===== config.mk =====
export PLATFORM = sky130hd
export DESIGN_NAME = round_ctrl
export DESIGN_NICKNAME = d
export VERILOG_FILES = /design/src/rtl/round_ctrl.sv
export SDC_FILE = /design/constraint.sdc
export NUM_CORES = 1
export LEC_CHECK = 0
export ABC_AREA = 1
export CAP_MARGIN = 30
export CORE_MARGIN = 2
export CORE_UTILIZATION = 60
export DETAILED_ROUTE_END_ITERATION = 16
export HOLD_SLACK_MARGIN = 0.06
export PLACE_DENSITY_LB_ADDON = 0.15
export SLEW_MARGIN = 20
export SYNTH_ARGS = -nofsm -noshare
export SYNTH_HDL_FRONTEND = slang
export SYNTH_SLANG_ARGS = --single-unit

===== constraint.sdc =====
create_clock -name clk -period 2 [get_ports clk]
set_input_delay 0.3 -clock clk [delete_from_list [all_inputs] [get_ports clk]]
set_output_delay 0.3 -clock clk [all_outputs]
set_load 0.01 [all_outputs]

===== src/rtl/round_ctrl.sv =====
// Whack-a-mole round sequencer: countdown per round, hit counting, round advance, win/lose.
// Optional ROUND_SHRINK_EN: later rounds load a shorter countdown (ROUND_SECS - 5*round, floored).
module round_ctrl #(
  parameter int TICK_DIV    = 25000000,
  parameter int ROUND_SECS  = 30,
  parameter int HITS_TO_ADV = 10,
  parameter int GAP_SECS    = 2
) (
  input  logic       clk,
  input  logic       rst_n,
  input  logic       start,
  input  logic       hit,
  output logic [1:0] round,
  output logic [5:0] time_left,
  output logic [3:0] hit_cnt,
  output logic       playing,
  output logic       game_over,
  output logic       win
);
  localparam int         TW = $clog2(TICK_DIV);
  localparam logic [5:0] RS = 6'(ROUND_SECS);
  localparam logic [3:0] HA = 4'(HITS_TO_ADV);
  localparam logic [3:0] GL = 4'(GAP_SECS - 1);

  typedef enum logic [2:0] {IDLE, PLAY, GAP, WIN, LOSE} state_t;

  state_t        state;
  logic [TW-1:0] tcnt;
  logic [3:0]    gcnt;
  logic          tick;
  logic [3:0]    hit_nx;
  logic          clear;
  logic [5:0]    next_load;

  assign tick   = (tcnt == TW'(TICK_DIV - 1));
  assign hit_nx = hit_cnt + 4'd1;
  assign clear  = hit && (hit_nx == HA);

`ifdef ROUND_SHRINK_EN
  function automatic logic [5:0] load_time(input logic [1:0] r);
    int t, fl;
    t  = ROUND_SECS - 5 * int'(r);
    fl = (ROUND_SECS < 5) ? ROUND_SECS : 5;
    if (t < fl) t = fl;
    return 6'(t);
  endfunction
  assign next_load = load_time(round + 2'd1);
`else
  assign next_load = RS;
`endif

  always_ff @(posedge clk or negedge rst_n) begin
    if (!rst_n) begin
      state     <= IDLE;
      round     <= '0;
      time_left <= RS;
      hit_cnt   <= '0;
      tcnt      <= '0;
      gcnt      <= '0;
      playing   <= 1'b0;
      game_over <= 1'b0;
      win       <= 1'b0;
    end else begin
      case (state)
        IDLE, WIN, LOSE: begin
          if (start) begin
            state     <= PLAY;
            round     <= '0;
            hit_cnt   <= '0;
            time_left <= RS;
            tcnt      <= '0;
            playing   <= 1'b1;
            game_over <= 1'b0;
            win       <= 1'b0;
          end
        end
        PLAY: begin
          tcnt <= tick ? '0 : tcnt + TW'(1);
          if (hit) hit_cnt <= hit_nx;
          // A clearing hit beats a same-cycle timeout and freezes time_left.
          if (clear) begin
            tcnt    <= '0;
            gcnt    <= '0;
            playing <= 1'b0;
            if (round == 2'd3) begin
              state <= WIN;
              win   <= 1'b1;
            end else begin
              state <= GAP;
            end
          end else if (tick) begin
            time_left <= time_left - 6'd1;
            if (time_left == 6'd1) begin
              state     <= LOSE;
              playing   <= 1'b0;
              game_over <= 1'b1;
              tcnt      <= '0;
            end
          end
        end
        GAP: begin
          tcnt <= tick ? '0 : tcnt + TW'(1);
          if (tick) begin
            if (gcnt == GL) begin
              state     <= PLAY;
              round     <= round + 2'd1;
              hit_cnt   <= '0;
              time_left <= next_load;
              playing   <= 1'b1;
            end else begin
              gcnt <= gcnt + 4'd1;
            end
          end
        end
        default: state <= IDLE;
      endcase
    end
  end
endmodule


==> results.md <==
- For this design the total switching power over the nets is 1.53 mW.
- For the final database, setup skew stands at 0.00398 ns.
- Routability-driven placement finished with a final weighted congestion of 0.907.
- Of all cell types, the one taking the most synthesized area is sky130_fd_sc_hd__dfrtp_1.
- TritonCTS built the clock tree.
- In this run the standard cell core region covers 5200 sq um.
- For the pin with the worst max-slew slack, the measured transition is 0.521 ns.
- The layout-stage area growth over the synthesis result is 11.8%.
- Leaving out fill and tap cells, the most frequent cell in the layout is sky130_fd_sc_hd__nand2_1.
- The via-per-instance ratio is 5.47.
- Max-cap violations in this run came to 0.
- The peak fanout along the critical path is 10.
- The synthesized netlist contains 38 unique library cells.
- In the final layout, the share of cells above drive strength 1 is 12.7%.
- The part of the total power dissipated in sequential elements is 36.2%.
- Power spread over the standard cell area amounts to 964 nW/um^2.
- The maximum number of buffers from clock root to sink is 2.
- The cell repeated most along the worst path is sky130_fd_sc_hd__nand2_1.
- The worst hold slack after final layout is 0.492 ns.
- The remaining global-route overflow is 0.
- Counting tap cells, the placed design contains a total of 545 instances.
- In this run the remaining antenna-violating nets after routing total 0.
- The delay of the slowest cell on the worst path is 0.45 ns.
- Summing all non-filler instances in the final layout gives an area of 3670 sq um.
- The later pin in the worst-skew pair is clocked with a latency of 0.31 ns.
- The count of buffers inserted at the top-level ports is 18.
- The net count after synthesis is 470.
- After clock tree synthesis, the clock-pin slew on the worst setup and hold paths is 0.09 ns.
- The post-placement worst setup slack is 0.103 ns.
- The top-area cell type share of the netlist area is 32.8%.
- The critical path is of the flip-flop to flip-flop type.
- The count of standard-cell rows is 26.
- Across every metal layer, demand over resource in global routing totals 26.8%.
- The clock sink count is 47.
- Synthesis handed over a netlist of 458 instances.
- The critical path goes through ha_1 > nand2_1 > nand2_1 > nor2_1 > nand3_1 > nand2_1 > nand2_1 > nand2_1 > nand2_2 > inv_4 > nor2_1.
- The peak clock frequency supported by timing is 555 MHz.
- Of the total power, the share spent switching nets is 43.2%.
- The worst hold path class is input port to async pin.
- The initial antenna violation count came to 0.
- The post-layout net count is 498.
- The detailed-route DRC error count is 0.
- The number of cells on the worst reg-to-reg path is 11.
- Adding up every negative setup slack in the final design gives 0 ns.
- The dominant register cell in the synthesized netlist is sky130_fd_sc_hd__dfrtp_1.
- The design draws 3.54 mW.
- The synthesized design contains 47 register bits.
- In the layout the commonest cells are sky130_fd_sc_hd__nand2_1 (132), sky130_fd_sc_hd__nor2_1 (58), sky130_fd_sc_hd__nand3_1 (53).
- The async set or reset register ratio after synthesis is 100%.
- Sorting the synthesized cells by area gives the leading types as sky130_fd_sc_hd__dfrtp_1 (33%), sky130_fd_sc_hd__nand2_1 (15%), sky130_fd_sc_hd__nand3_1 (8.1%).
- Entering global routing, the biggest net connects 28 pins.
- In this run, synthesis inferred 0 flip-flops with an integrated enable.
- From bottom edge to top edge, the die measures 77.9 microns.
- The detailed placer's ending HPWL is 5.77 mm.
- The detailed-router iteration count before antenna repair is 6.
- The share of the core filled with cells in the final layout is 70.5%.
- A synthesized cell averages 7.16 sq um.
- Once routing completed, OpenROAD measured the worst setup slack at 0.198 ns.
- After the first detailed-routing iteration, the DRC count stood at 247.
- Setup repair after global routing left no endpoint under its margin.
- The width of the die is 77.9 microns.
- The total wirelength of the detailed-routed design is 7.51 mm.
- The worst setup path is captured at a flip-flop.
- Measured against its own limit, the worst slew margin works out to 65.3%.
- Sequential cells were found to cover 36.0% of the synthesized design area.
- The maximum vdd drop is 0.761 mV.
- The initial utilization of the core area, before any placement, comes to 63.0%.
- The H-tree generated during clock tree synthesis spans 2 levels.
- The clock root buffer is sky130_fd_sc_hd__clkbuf_8.
- The Yosys warning count is 0.
- The data required time of the worst path is 2.20 ns.
- The highest-delay cell along the critical path is sky130_fd_sc_hd__dfrtp_2.
- The count of pins over their slew limit is 0.
- The number of clock buffers inserted by TritonCTS is 5.
- The cell-internal power is 2.01 mW.
- The number of diodes is 0.
- After synthesis the cells add up to 3280 sq um.
- The average detailed-routed wire length per instance is 13.5 microns.
- The share of total power in combinational logic is 47.7%.
- STA classifies the critical path startpoint as a flip-flop.
- The placed instances occupy a cell area of 3540 sq um.
- The first global-routing pass estimated 12.9 mm of wire.
- The final clock period utilization by the worst path is 90.1%.
- The number of top-level pins is 19.
- The via count of the first global-routing pass is 2,888.
- The die outline area is 6080 sq um.
- The run finished with clean final reports.
- Leaving out filler cells and counting taps, the final layout contains 557.
- The detailed router placed 3,048 vias in this run.
- The final count of negative-setup-slack endpoints is 0.
- The signal arrival time at the worst endpoint is 2.01 ns.
- Summed over all cells, the static leakage comes to 1.73 nW.
- The final-report hold violation count is 0.
- The clock network burns 16.1% of the power.
- The shortest period the worst path allows is 1.80 ns.
[registers in the layout, indices dropped and copies added (netlist names)]
register / count
game_over: 1
gcnt: 4
hit_cnt: 4
playing: 1
round: 2
state: 3
tcnt: 25
time_left: 6
win: 1
[Yosys cell counts (3+ instances only)]
master                     number
sky130_fd_sc_hd__inv_1         46
sky130_fd_sc_hd__dfstp_2        4
sky130_fd_sc_hd__nand2_2        4
sky130_fd_sc_hd__nand3_2        3
sky130_fd_sc_hd__o21ai_0        5
sky130_fd_sc_hd__o21bai_1       6
sky130_fd_sc_hd__nor2_2         6
sky130_fd_sc_hd__clkbuf_1       3
sky130_fd_sc_hd__nand2_4        4
sky130_fd_sc_hd__nor2_1        59
sky130_fd_sc_hd__nand2_1      133
sky130_fd_sc_hd__inv_2          6
sky130_fd_sc_hd__ha_1           8
sky130_fd_sc_hd__nand4_1       16
sky130_fd_sc_hd__xor2_1        16
sky130_fd_sc_hd__a21oi_1        4
sky130_fd_sc_hd__nor3_1         8
sky130_fd_sc_hd__nand3_1       53
sky130_fd_sc_hd__or2_2          6
sky130_fd_sc_hd__dfrtp_1       43
sky130_fd_sc_hd__o21ai_1        4
sky130_fd_sc_hd__nand3_4        3
[logic make-up after synthesis]
group,synth area share (%)
AND/OR/NAND/NOR,43.1
buffers and inverters,8.20
flip-flops,36.0
AO/OA/AOI/OAI,5.15
XOR/XNOR,4.54
adder cells (fa/ha/maj),3.05
[path summary, 6_finish.rpt]
kind | slack (ns) | endpoint | from
worst min register to register | 0.49 | win$_DFFE_PN0P_ | win$_DFFE_PN0P_
max in group asynchronous | 0.92 | time_left[2]$_DFFE_PN1P_ | rst_n
worst min-delay path | 0.49 | tcnt[11]$_DFFE_PN0P_ | rst_n
min in group clk | 0.49 | win$_DFFE_PN0P_ | win$_DFFE_PN0P_
worst max register to register | 0.20 | tcnt[24]$_DFFE_PN0P_ | hit_cnt[0]$_DFFE_PN0P_
worst max-delay path | 0.20 | tcnt[24]$_DFFE_PN0P_ | hit_cnt[0]$_DFFE_PN0P_
[layer usage]
metal | up-vias | track usage (%) | part of all wire, %
met4 | 0 | 10.0 | 2.2
met5 | - | 0 | 0
met2 | 88 | 46.1 | 49
met3 | 15 | 5.00 | 4.4
li1 | 1524 | - | -
met1 | 1421 | 33.4 | 44
[what timing repair did]
action                                  in CTS  in global routing
setup buffers                                0                  3
hold endpoints to repair                    20                  0
resized for setup                            0                  4
endpoints found under the setup margin       0                 15
hold buffers                                 1                  0
[cell type report]
cell class	count	area (sq um)
well taps	70	87.6
clock buffers	6	72.6
inverters	54	213
flip-flops and latches	47	1180
fillers	451	1540
clock inverters	2	12.5
repair buffers	28	265
multi-input cells	350	1840
[power by group through the flow]
stage | Sequential [mW] | Clock [mW] | Combinational [mW]
after floorplan | 1.31 | 0 | 1.18
after global placement | 1.29 | 0 | 1.58
after detailed placement | 1.30 | 0 | 1.62
after CTS | 1.29 | 0.577 | 1.63
after global routing | 1.31 | 0.617 | 1.88
final | 1.28 | 0.570 | 1.69
[critical path: cells and delay by family (launching register included)]
family | cells | cell delay (ns)
buffers and inverters | 1 | 0.12
AND/OR/NAND/NOR | 9 | 0.91
flip-flops | 1 | 0.45
adder cells (fa/ha/maj) | 1 | 0.22
(Power assumes the default switching activity.)
